--- config.mk ---
export PLATFORM = sky130hd
export DESIGN_NAME = tsen_scan_ctrl
export DESIGN_NICKNAME = d
export VERILOG_FILES = /design/src/rtl/tsen_scan_ctrl.sv
export SDC_FILE = /design/constraint.sdc
export NUM_CORES = 1
export LEC_CHECK = 0
export BUFFER_PORTS_ARGS = -buffer_cell sky130_fd_sc_hd__buf_2
export CAP_MARGIN = 5
export CORE_MARGIN = 2
export CORE_UTILIZATION = 26
export CTS_CLUSTER_SIZE = 28
export DETAILED_ROUTE_END_ITERATION = 8
export PLACE_DENSITY = 0.5
export SLEW_MARGIN = 20
export SYNTH_ARGS = -nofsm -noshare
export SYNTH_HDL_FRONTEND = slang
export SYNTH_SLANG_ARGS = --single-unit
--- constraint.sdc ---
create_clock -name clk_i -period 5 [get_ports clk_i]
set_input_delay 1.5 -clock clk_i [delete_from_list [all_inputs] [get_ports clk_i]]
set_output_delay 1.5 -clock clk_i [all_outputs]
set_load 0.02 [all_outputs]
--- src/rtl/tsen_scan_ctrl.sv ---
// Round-robin scan sequencer for NumCh temperature-sensor macros: register block,
// per-channel start/done/timeout handling, threshold compare and a level interrupt.
module tsen_scan_ctrl #(
    parameter int NumCh = 4,
    parameter int DataW = 16,
    parameter int AW    = 8
) (
    input  logic                   clk_i,
    input  logic                   rst_ni,
    input  logic                   re_i,
    input  logic                   we_i,
    input  logic [AW-1:0]          addr_i,
    input  logic [31:0]            wdata_i,
    input  logic [3:0]             be_i,
    output logic [31:0]            rdata_o,
    output logic                   error_o,
    output logic [NumCh-1:0]       tsen_start_o,
    input  logic [NumCh-1:0]       tsen_done_i,
    input  logic [NumCh*DataW-1:0] tsen_data_i,
    output logic                   intr_o,
    output logic                   busy_o
);

    localparam int CW = (NumCh > 1) ? $clog2(NumCh) : 1;

    typedef enum logic [1:0] {IDLE, START, WAIT, NEXT} state_e;

    state_e             state;
    logic [CW-1:0]      ch;
    logic [15:0]        cnt;

    logic               ctrl_en;
    logic               ctrl_cont;
    logic [NumCh-1:0]   ch_en;
    logic [2:0]         intr_state;
    logic [2:0]         intr_enable;
    logic [DataW-1:0]   thresh;
    logic [15:0]        tmo_cyc;
    logic [DataW-1:0]   data_val [NumCh];
    logic [NumCh-1:0]   data_vld;

    logic [31:0]        addr32;
    logic               aligned;
    logic               is_ctrl, is_chen, is_istate, is_ienable, is_thresh, is_tmo, is_data;
    logic               mapped, wr_ok;
    logic [CW-1:0]      data_idx;
    logic               en_eff, cont_eff, go;

    logic [DataW-1:0]   sens_data [NumCh];
    logic [DataW-1:0]   cur_data;
    logic               cur_done;
    logic               tmo_hit;
    logic [CW-1:0]      first_idx, next_idx;
    logic               first_ok, next_ok;
    logic [2:0]         hw_set;
    logic               unused_bits;

    assign addr32    = 32'(addr_i);
    assign aligned   = (addr32[1:0] == 2'b00);
    assign is_ctrl    = aligned && (addr32 == 32'h00);
    assign is_chen    = aligned && (addr32 == 32'h04);
    assign is_istate  = aligned && (addr32 == 32'h08);
    assign is_ienable = aligned && (addr32 == 32'h0C);
    assign is_thresh  = aligned && (addr32 == 32'h10);
    assign is_tmo     = aligned && (addr32 == 32'h14);
    assign is_data    = aligned && (addr32 >= 32'h40) && (addr32 < 32'h40 + 32'(4 * NumCh));
    assign data_idx   = CW'((addr32 - 32'h40) >> 2);
    assign mapped     = is_ctrl | is_chen | is_istate | is_ienable | is_thresh | is_tmo | is_data;

    // Errors block the access entirely: no register update and rdata forced to 0.
    assign error_o = (re_i | we_i) && (!mapped || (we_i && (is_data || be_i != 4'hF)));
    assign wr_ok   = we_i && !error_o;

    // The FSM sees a CTRL write in the same cycle, so EN|GO starts a scan at once
    // and an EN clear stops it on the very next edge.
    assign en_eff   = (wr_ok && is_ctrl) ? wdata_i[0] : ctrl_en;
    assign cont_eff = (wr_ok && is_ctrl) ? wdata_i[1] : ctrl_cont;
    assign go       = wr_ok && is_ctrl && wdata_i[2];

    assign unused_bits = ^wdata_i;

    always_comb begin
        rdata_o = '0;
        if (re_i && !error_o) begin
            if (is_ctrl)    rdata_o[1:0]       = {ctrl_cont, ctrl_en};
            if (is_chen)    rdata_o[NumCh-1:0] = ch_en;
            if (is_istate)  rdata_o[2:0]       = intr_state;
            if (is_ienable) rdata_o[2:0]       = intr_enable;
            if (is_thresh)  rdata_o[DataW-1:0] = thresh;
            if (is_tmo)     rdata_o[15:0]      = tmo_cyc;
            if (is_data) begin
                rdata_o[DataW-1:0] = data_val[data_idx];
                rdata_o[31]        = data_vld[data_idx];
            end
        end
    end

    for (genvar g = 0; g < NumCh; g++) begin : g_unpack
        assign sens_data[g] = tsen_data_i[g*DataW +: DataW];
    end

    // Sensor protocol: the FSM pulses tsen_start_o[ch] for one cycle and then only
    // listens to tsen_done_i[ch]; data is taken in the cycle done is high.
    assign cur_data = sens_data[ch];
    assign cur_done = tsen_done_i[ch];
    assign tmo_hit  = (tmo_cyc != 16'd0) && (cnt == tmo_cyc - 16'd1);

    always_comb begin
        first_idx = '0;
        next_idx  = '0;
        first_ok  = |ch_en;
        next_ok   = 1'b0;
        for (int i = NumCh - 1; i >= 0; i--) begin
            if (ch_en[i]) first_idx = CW'(i);
            if (ch_en[i] && (i > int'(ch))) begin
                next_ok  = 1'b1;
                next_idx = CW'(i);
            end
        end
    end

    always_comb begin
        hw_set    = 3'b000;
        hw_set[0] = (state == NEXT) && en_eff && !next_ok;
        hw_set[1] = (state == WAIT) && en_eff && cur_done && (cur_data > thresh);
        hw_set[2] = (state == WAIT) && en_eff && !cur_done && tmo_hit;
    end

    always_ff @(posedge clk_i or negedge rst_ni) begin
        if (!rst_ni) begin
            ctrl_en     <= 1'b0;
            ctrl_cont   <= 1'b0;
            ch_en       <= '0;
            intr_state  <= '0;
            intr_enable <= '0;
            thresh      <= '0;
            tmo_cyc     <= '0;
        end else begin
            if (wr_ok && is_ctrl) begin
                ctrl_en   <= wdata_i[0];
                ctrl_cont <= wdata_i[1];
            end
            if (wr_ok && is_chen)    ch_en       <= wdata_i[NumCh-1:0];
            if (wr_ok && is_ienable) intr_enable <= wdata_i[2:0];
            if (wr_ok && is_thresh)  thresh      <= wdata_i[DataW-1:0];
            if (wr_ok && is_tmo)     tmo_cyc     <= wdata_i[15:0];
            // Hardware set wins over a simultaneous W1C of the same bit.
            if (wr_ok && is_istate) intr_state <= (intr_state & ~wdata_i[2:0]) | hw_set;
            else                    intr_state <= intr_state | hw_set;
        end
    end

    always_ff @(posedge clk_i or negedge rst_ni) begin
        if (!rst_ni) begin
            state    <= IDLE;
            ch       <= '0;
            cnt      <= '0;
            data_vld <= '0;
            for (int i = 0; i < NumCh; i++) data_val[i] <= '0;
        end else if (state != IDLE && !en_eff) begin
            state <= IDLE;
        end else begin
            case (state)
                IDLE: begin
                    if (en_eff && first_ok && (go || cont_eff)) begin
                        ch    <= first_idx;
                        state <= START;
                    end
                end
                START: begin
                    cnt   <= '0;
                    state <= WAIT;
                end
                WAIT: begin
                    cnt <= cnt + 16'd1;
                    if (cur_done) begin
                        data_val[ch] <= cur_data;
                        data_vld[ch] <= 1'b1;
                        state        <= NEXT;
                    end else if (tmo_hit) begin
                        data_vld[ch] <= 1'b0;
                        state        <= NEXT;
                    end
                end
                NEXT: begin
                    if (next_ok) begin
                        ch    <= next_idx;
                        state <= START;
                    end else if (cont_eff && first_ok) begin
                        ch    <= first_idx;
                        state <= START;
                    end else begin
                        state <= IDLE;
                    end
                end
                default: state <= IDLE;
            endcase
        end
    end

    always_comb begin
        tsen_start_o = '0;
        if (state == START) tsen_start_o[ch] = 1'b1;
    end

    assign busy_o = (state != IDLE);
    assign intr_o = |(intr_state & intr_enable);

endmodule

# Word level (Yosys, flattened, before mapping)
# Index checks and enable logic that the tools add are counted.
word_totals:
  regBits: 132
  output_inout_bits: 39
  word_cells: 174
op_classes:
  n_addsub: 3
  magnitude_cmp: 12
  n_eq_ne: 14
  n_mux: 53
  bitwise: 18
  reduce_logical: 59
op_table:
  columns: ["cell", "count"]
  rows:
  - ["$mux W16", 9]
  - ["$bmux W16 S2", 2]
  - ["$bwmux W64", 1]
  - ["$logic_and A1 B1 Y1", 36]
  - ["$demux W16 S2", 1]
  - ["$logic_not A32 Y1", 1]
  - ["$pmux W16 S2", 1]
  - ["$mux W2", 15]
  - ["$add A16 B1 Y16 const B", 1]
  - ["$eq A16 B16 Y1", 1]
  - ["$eq A8 B4 Y1 const B", 2]
  - ["$eq A8 B5 Y1 const B", 2]
  - ["$gt A16 B16 Y1", 1]
  - ["$mux W4", 4]
  - ["$reduce_bool A16 Y1", 1]
  - ["$sub A16 B1 Y16 const B", 1]
  - ["$mux W1", 12]
  - ["$mux W3", 3]
  - ["$eq A8 B3 Y1 const B", 1]
  - ["$ge A8 B7 Y1 const B", 1]
  - ["$lt A8 B7 Y1 const B", 1]
  - ["$pmux W2 S4", 1]
  - ["$reduce_bool A2 Y1", 4]
  - ["$or A1 B1 Y1", 7]
  - ["other kinds (33)", 50]

# Depth between registers and ports, before layout
# Gate-level depths: netlist (run 1).
depth:
  ltp_word: 20
  ltp_mapped: 12

# Least setup slack after synthesis (run 1)
# No wires, ideal clock.
synth_path:
  kind: "input port to output port"
  startpoint: "in addr_i[5]"
  endpoint: "out rdata_o[2]"
  arrival_time_ns: 3.788
  path_slack_ns: -0.288
  cell_stages: 8
  path_buffers: 2
  path_cell_list: "or4_4 > nor3b_2 > o21ai_1 > a31oi_1 > or2_1 > clkbuf_1 > buf_2 > nor2_1"
synth_between:
  elab_chain_len: 14
  word_cells_on_any_way: 36
  cone_classes: "order compare: 2; eq/ne: 5; mux: 7; bitwise: 6; reduce/logical: 16"
synth_rtl:
  columns: ["element", "line", "rtl"]
  rows:
  - ["start: declaration", "12", "input logic [AW-1:0] addr_i,"]
  - ["$logic_not A32 Y1 / $eq A8 B3 Y1 (equally long branches)", "60, 61", null]
  - ["$logic_and A1 B1 Y1, on equally long branches", "60, 61", null]
  - ["$or A1 B1 Y1 (6 in a row)", "68", "assign mapped = is_ctrl | is_chen | is_istate | is_ienable | is_thresh | is_tmo | is_data;"]
  - ["$logic_not A1 Y1", "71", "assign error_o = (re_i | we_i) && (!mapped || (we_i && (is_data || be_i != 4'hF)));"]
  - ["$logic_or A1 B1 Y1 (*)", "71", null]
  - ["$logic_and A1 B1 Y1 (*)", "71", null]
  - ["via error_o", "16", "output logic error_o,"]
  - ["$logic_not A1 Y1 (*)", "84", "if (re_i && !error_o) begin"]
  - ["$logic_and A1 B1 Y1 (*)", "84", null]
  - ["$mux W16 (*)", "84", null]
  - ["end: declaration", "15", "output logic [31:0] rdata_o,"]
# Mark *: on every way through the listed nets, which the timed path passes. The rest lies on a longest branch.

# Worst setup path in the final report (run 1)
layout_path:
  startpoint: "in addr_i[0]"
  endpoint: "out rdata_o[0]"
layout_between:
  elab_chain_len: 14
  word_cells_on_any_way: 43
  cone_classes: "add/sub: 1; order compare: 2; eq/ne: 5; mux: 11; bitwise: 7; reduce/logical: 17"
layout_rtl:
  columns: ["element", "line", "rtl"]
  rows:
  - ["$logic_not A32 Y1, or another cell as far along", "60", "assign is_ctrl = aligned && (addr32 == 32'h00);"]
  - ["$logic_and A1 B1 Y1, on equally long branches", "60, 61", null]
  - ["$or A1 B1 Y1 (6 in a row)", "68", null]
  - ["$logic_not A1 Y1", "71", null]
  - ["$logic_or A1 B1 Y1", "71", null]
  - ["$logic_and A1 B1 Y1", "71", null]
  - ["$logic_not A1 Y1", "84", null]
  - ["$logic_and A1 B1 Y1", "84", null]
  - ["$mux W16 (*)", "84", null]
# Every way passes the cells marked *; elsewhere a longest branch is shown, timed or not. The select of a mux whose other input is x is not followed.

==> flow_metrics.env, run 1 <==
export IMPL_status="finished with violations"
export IMPL_violations="setup timing"
export IMPL_die_h_um=181
export IMPL_grt_pass1_wl_mm=36.2
export IMPL_multi_input_area_um2=4730
export IMPL_ant_nets=0
export IMPL_placed_cells=1234
export IMPL_synth_edf_count=0
export IMPL_p_seq_share_pct=38.1
export IMPL_p_leak_nw=4.72
export IMPL_worstPathRequired_ns=3.50
export IMPL_fp_coreArea_um2=30700
export IMPL_wirelength_mm=22.8
export IMPL_firstDrtPassIters=5
export IMPL_avgViaCountPerCell=4.84
export IMPL_cts_hold_buf=0
export IMPL_register_area_um2=3300
export IMPL_ys_seq_area_share_pct=40.6
export IMPL_grt_max_degree=98
export IMPL_final_hold_violation_count=0
export IMPL_track_usage_pct=14.2
export IMPL_cp_slowest_stage_delay_ns=0.54
export IMPL_total_power_mw=3.34
export IMPL_clockBufferDepth=2
export IMPL_post_route_cells_drive_above_1_share_pct=41.0
export IMPL_layout_commonest_cell="dfrtp_1"
export IMPL_pwr_share_comb_pct=24.3
export IMPL_overflow=0
export IMPL_maxSlewViolCount=0
export IMPL_rows=64
export IMPL_internal_power_mw=2.25
export IMPL_diodes=0
export IMPL_finClkSkew_ns=0.0111
export IMPL_irDropWorstVdd_v=0.000219
export IMPL_cp_arrival_ns=3.53
export IMPL_rsz0062_at_grt="true"
export IMPL_route_detailed_wl_per_inst_um=17.9
export IMPL_setup_slack_ns=-0.0317
export IMPL_antenna_found_initial=0
export IMPL_max_freq_mhz=199
export IMPL_synthesis_instances=726
export IMPL_min_period_ns=5.03
export IMPL_routabilityCongestion=0.807
export IMPL_netlist_area_um2=8130
export IMPL_synthArstFlopShare_pct=100
export IMPL_synth_cell_type_count=79
export IMPL_tightestPinTransition_ns=0.979
export IMPL_final_cell_mix="dfrtp_1, buf_2, mux2_2, nand2_1"
export IMPL_clk_insertion_delay_late_ns=0.43
export IMPL_fill_cells=3053
export IMPL_instances_no_fill=1276
export IMPL_min_period_over_period_pct=101
export IMPL_path_clk_slew_ns=0.06
export IMPL_maxCapViolations=0
export IMPL_synth_top_cell_area_share_pct=40.6
export IMPL_synth_area_per_cell_um2=11.2
export IMPL_switchingPower_mw=1.09
export IMPL_yosysTopAreaCell="dfrtp_1"
export IMPL_crit_slowest_cell="or4_4"
export IMPL_initial_core_util_pct=26.5
export IMPL_slew_headroom_pct=34.8
export IMPL_cpLargestDelayFamily="simple AND/OR/NAND/NOR gates"
export IMPL_synth_flop_cell="dfrtp_1"
export IMPL_cp_max_fo=6
export IMPL_min_path_type="reg2reg"
export IMPL_dieWidth_um=181
export IMPL_die_area_um2=32700
export IMPL_cts_tree="yes"
export IMPL_sw_frac_of_total_pct=32.7
export IMPL_htreeDepth=4
export IMPL_vias=6181
export IMPL_cts_root_buffer="clkbuf_16"
export IMPL_io_buffers=123
export IMPL_critPathBufInv=6
export IMPL_pre_cts_ws_ns=-0.192
export IMPL_syn_to_final_growth_pct=27.4
export IMPL_grt_pass1_vias=6486
export IMPL_dr_first_iter_drc_count=354
export IMPL_yosysWarnings=0
export IMPL_num_io_pins=155
export IMPL_synthTopCellsByArea="dfrtp_1, mux2_2, mux4_2"
export IMPL_cp_cell_sequence="buf_6 -> or4_4 -> or2_4 -> buf_6 -> nor4b_4 -> buf_6 -> buf_12 -> buf_6 -> a22oi_2 -> a21oi_2 -> buf_4"
export IMPL_power_density_nw_per_um2=323
export IMPL_p_clk_share_pct=37.6
export IMPL_cpMostUsedCell="buf_6"
export IMPL_dp_hpwl_mm=17.0
export IMPL_cts_inserted_buffers=17
export IMPL_setup_viol_count_final=11
export IMPL_ys_ff_latch=132
export IMPL_path_class="in2out"
export IMPL_drcViolationCount=0
export IMPL_clkSinkCount=132
export IMPL_finalSetupTns_ns=-0.230
export IMPL_nNetsFinal=1005
export IMPL_end_kind="output pin"
export IMPL_startpoint_type="input pin"
## cell usage after synthesis (3+ instances only)
| master | number |
|---|---|
| buf_6 | 4 |
| a22oi_1 | 19 |
| ha_1 | 22 |
| a21o_1 | 5 |
| o31ai_1 | 3 |
| or3_1 | 10 |
| and3_1 | 10 |
| o211ai_1 | 4 |
| mux2_2 | 69 |
| or4_4 | 3 |
| o21ai_1 | 11 |
| buf_2 | 10 |
| nand3_1 | 13 |
| nand2b_1 | 4 |
| inv_1 | 34 |
| xnor2_1 | 9 |
| o21ai_0 | 22 |
| buf_4 | 16 |
| and2_1 | 4 |
| nor4_1 | 4 |
| a31oi_1 | 11 |
| nor2_1 | 26 |
| xor2_1 | 8 |
| buf_1 | 5 |
| nor3_1 | 6 |
| dfrtp_1 | 132 |
| nand4_1 | 8 |
| a21oi_1 | 29 |
| nand3_4 | 3 |
| clkbuf_1 | 18 |
| a22o_1 | 9 |
| mux4_2 | 34 |
| o22ai_1 | 3 |
| o21a_1 | 3 |
| mux2i_1 | 12 |
| nand2_1 | 61 |
| nor2b_1 | 4 |
| mux2_1 | 25 |
## registers in the layout, summed over array words and instances, names as in the netlist, named ones only
signal	flops
ch	2
ch_en	4
cnt	16
ctrl_cont	1
ctrl_en	1
data_val	64
intr_enable	3
intr_state	3
state	2
thresh	16
tmo_cyc	16
## power groups by stage
stage | clock (mW) | sequential (mW) | combinational [mW]
floorplan | 0 | 1.25 | 0.588
global placement | 0 | 1.29 | 0.808
detailed placement | 0 | 1.30 | 0.819
CTS | 1.28 | 1.28 | 0.824
global route | 1.33 | 1.29 | 0.897
finish | 1.26 | 1.27 | 0.811
## worst reg2reg max path: cells and delay by family (launching register included)
family,cells,cell delay (ns)
AO/OA/AOI/OAI,4,0.71
adder cells (fa/ha/maj),1,0.33
buffers and inverters,1,0.10
flip-flops,1,0.49
AND/OR/NAND/NOR,3,1.61
## final timing paths
kind	startpoint	endpoint	slack [ns]	cells after the start
setup / recovery	addr_i[0]	rdata_o[0]	-0.03	11
hold / removal	data_val[0]	data_val[0]	0.48	2
setup reg to reg	tmo_cyc[0]	register	1.63	9
hold reg to reg	data_val[0]	data_val[0]	0.48	2
max in group asynchronous	rst_ni	data_val[7]	2.77	2
min in group asynchronous	rst_ni	intr_enable[2]	1.18	1
## per-stage QoR
stage	utilization, %	cell area, um2	hold slack, ns
after floorplan	-	8340	0.445
after global placement	30.7	9430	0.464
after detailed placement	30.7	9430	0.474
after CTS	33.6	10300	0.488
after global routing	33.8	10400	0.500
final	33.8	10400	0.484
## area by class of cell
class	instances	area share, %
Multi-Input combinational cell	521	45.7
Sequential cell	132	31.9
Timing Repair Buffer	160	10.7
Tap cell	396	4.78
Clock buffer	17	4.11
Clock inverter	15	1.56
Inverter	35	1.27
## cell families after synthesis
| kind of cell | count (synthesis) | share of synthesized area (%) |
|---|---|---|
| xor+xnor | 17 | 1.83 |
| other cells | 1 | 0.0461 |
| compound gates | 145 | 12.1 |
| fa+ha+maj | 22 | 3.38 |
| simple gates | 179 | 12.4 |
| flops | 132 | 40.6 |
| buf+inv | 88 | 5.32 |
| mux | 142 | 24.3 |
## per-layer routing
metal	vias up	GRT usage [%]	routed length, um
met5	-	0	0
met3	27	2.32	644
met1	3061	17.9	10100
li1	2966	-	-
met4	0	4.13	471
met2	127	24.8	11600
## repair_timing
item	4_1_cts	5_1_grt
pin swaps	15	14
resized for setup	59	15
setup endpoints to repair	17	17
setup buffers	6	3
cloned	2	1
Power figures use the tool's default switching activity.
==> run 2, diff against run 1 <==
CORE_UTILIZATION = 51   (was 26)
PLACE_DENSITY = 0.82   (was 0.5)
==> run 2 against run 1 <==
Sequential power about the same. Critical path type unchanged. Cell count down 14%. Combinational power up 3.8%. Register-to-register slack lost 0.03 ns. Wire length decreased by 7.3%. Die area fell by 48%. The run still ends with setup timing left. Clock-buffer cell count up 4. Setup slack got worse by 0.022 ns. Maximum frequency is 0.43% lower. Clock skew about the same. Critical endpoint is now rdata_o[13].
==> flow_metrics.env, run 2 (synthesized netlist as in run 1, its figures left out) <==
export IMPL_avgViaCountPerCell=6.05
export IMPL_max_freq_mhz=198
export IMPL_dp_hpwl_mm=14.6
export IMPL_ant_nets=0
export IMPL_rsz0062_at_grt="true"
export IMPL_drcViolationCount=0
export IMPL_clockBufferDepth=2
export IMPL_cts_tree="yes"
export IMPL_p_seq_share_pct=37.4
export IMPL_min_period_ns=5.05
export IMPL_syn_to_final_growth_pct=23.7
export IMPL_htreeDepth=4
export IMPL_irDropWorstVdd_v=0.000250
export IMPL_worstPathRequired_ns=3.50
export IMPL_path_clk_slew_ns=0.06
export IMPL_fp_coreArea_um2=15700
export IMPL_setup_viol_count_final=14
export IMPL_regMostFlops="data_val"
export IMPL_wirelength_mm=21.1
export IMPL_hold_depth=2
export IMPL_num_io_pins=155
export IMPL_sw_frac_of_total_pct=30.9
export IMPL_maxSlewViolCount=0
export IMPL_internal_power_mw=2.32
export IMPL_grt_pass1_vias=6556
export IMPL_final_hold_violation_count=0
export IMPL_finClkSkew_ns=0.0108
export IMPL_track_usage_pct=26.2
export IMPL_die_h_um=130
export IMPL_routabilityCongestion=0.915
export IMPL_firstDrtPassIters=5
export IMPL_grt_pass1_wl_mm=34.0
export IMPL_layout_commonest_cell="dfrtp_1"
export IMPL_initial_core_util_pct=51.8
export IMPL_diodes=0
export IMPL_r2r_cells=9
export IMPL_end_kind="output pin"
export IMPL_power_density_nw_per_um2=334
export IMPL_final_cell_mix="dfrtp_1, buf_2, mux2_2, nand2_1, mux4_2"
export IMPL_violations="setup timing"
export IMPL_cp_max_fo=7
export IMPL_route_detailed_wl_per_inst_um=19.4
export IMPL_overflow=0
export IMPL_tightestPinTransition_ns=0.991
export IMPL_cts_root_buffer="clkbuf_16"
export IMPL_largest_reg_flops=64
export IMPL_p_leak_nw=4.66
export IMPL_dr_first_iter_drc_count=579
export IMPL_min_from="data_val[0]"
export IMPL_path_class="in2out"
export IMPL_slew_headroom_pct=33.9
export IMPL_switchingPower_mw=1.04
export IMPL_r2r_start="tmo_cyc[0]"
export IMPL_antenna_found_initial=0
export IMPL_clkSinkCount=132
export IMPL_maxCapViolations=0
export IMPL_vias=6610
export IMPL_p_clk_share_pct=37.6
export IMPL_r2r_slack_ns=1.60
export IMPL_grt_max_degree=77
export IMPL_startpoint_type="input pin"
export IMPL_dieWidth_um=130
export IMPL_whs_ns=0.486
export IMPL_pwr_share_comb_pct=25.1
export IMPL_setup_slack_ns=-0.0534
export IMPL_die_area_um2=17000
export IMPL_rows=46
export IMPL_cts_hold_buf=0
export IMPL_holdPathEnd="data_val[0]"
export IMPL_status="finished with violations"
export IMPL_total_power_mw=3.36
export IMPL_min_period_over_period_pct=101
export IMPL_final_util_pct=64.0
export IMPL_nNetsFinal=1001
export IMPL_clk_insertion_delay_late_ns=0.43
export IMPL_io_buffers=123
export IMPL_cts_inserted_buffers=17
export IMPL_fill_cells=1148
export IMPL_post_route_cells_drive_above_1_share_pct=39.2
export IMPL_min_path_type="reg2reg"
export IMPL_cp_arrival_ns=3.55
[run 2: changes by cell type in the layout (fill, tap and decap cells not counted), sizes merged]
cell    change
inv        -10
clkbuf      +5
clkinv      +5
buf         -4
bufinv      +1
or2         -1
[run 2: worst max-delay path: stages]
cell     delay (ns)
buf_6          0.09
or4_4          0.53
buf_6          0.14
nor3b_4        0.19
inv_2          0.07
a21oi_4        0.14
a31oi_4        0.05
or2_4          0.28
buf_12         0.16
buf_12         0.14
a21oi_4        0.13
buf_6          0.14
[run 2: final cells by class]
cell class                      count  area [um2]  share of cell area, %
Inverter                           35         131                   1.31
Multi-Input combinational cell    520        4650                   46.3
Clock inverter                     11         128                   1.27
Sequential cell                   132        3300                   32.8
Clock buffer                       21         470                   4.68
Tap cell                          216         270                   2.69
Timing Repair Buffer              157        1100                   11.0
[run 2: routing by layer]
metal	track usage, %	part of all wire (%)	vias up
met5	0	0	-
met4	12.5	3.9	0
met3	4.31	6.0	59
met2	44.5	50	304
met1	32.9	40	3295
li1	-	-	2952
[run 2: stage by stage]
step | setup WS, ns | instances | area [um2] | TNS [ns]
2_1_floorplan | 0.00254 | 740 | 8340 | 0
3_3_place_gp | -0.124 | 1056 | 9200 | -1.50
3_5_place_dp | -0.147 | 1056 | 9200 | -1.86
4_1_cts | -0.0851 | 1089 | 9980 | -0.832
5_1_grt | -0.0982 | 1092 | 10100 | -1.02
6_report | -0.0534 | 1092 | 10100 | -0.402
[run 2: timing repair]
| item | CTS | global route |
|---|---|---|
| buffers inserted | 0 | 2 |
| setup endpoints to repair | 17 | 17 |
| pin swaps | 3 | 5 |
| gates cloned | 1 | 1 |
| gates resized for setup | 43 | 13 |
[run 2: power by group through the flow]
stage / logic, mW / registers, mW / clock network [mW]
after detailed placement: 0.821 / 1.26 / 0
after floorplan: 0.588 / 1.25 / 0
after global placement: 0.795 / 1.26 / 0
after global routing: 0.914 / 1.27 / 1.32
after CTS: 0.836 / 1.25 / 1.27
final: 0.842 / 1.26 / 1.26
[run 2: worst max path at each step]
stage,start,end,slack (ns),depth (start not counted)
after global placement,addr_i[5],rdata_o[7],-0.12,9
after detailed placement,addr_i[5],rdata_o[8],-0.15,9
after CTS,addr_i[5],rdata_o[14],-0.09,12
final,addr_i[5],rdata_o[13],-0.05,12
after floorplan,addr_i[5],rdata_o[5],0.003,7
after global routing,addr_i[5],rdata_o[13],-0.1,12
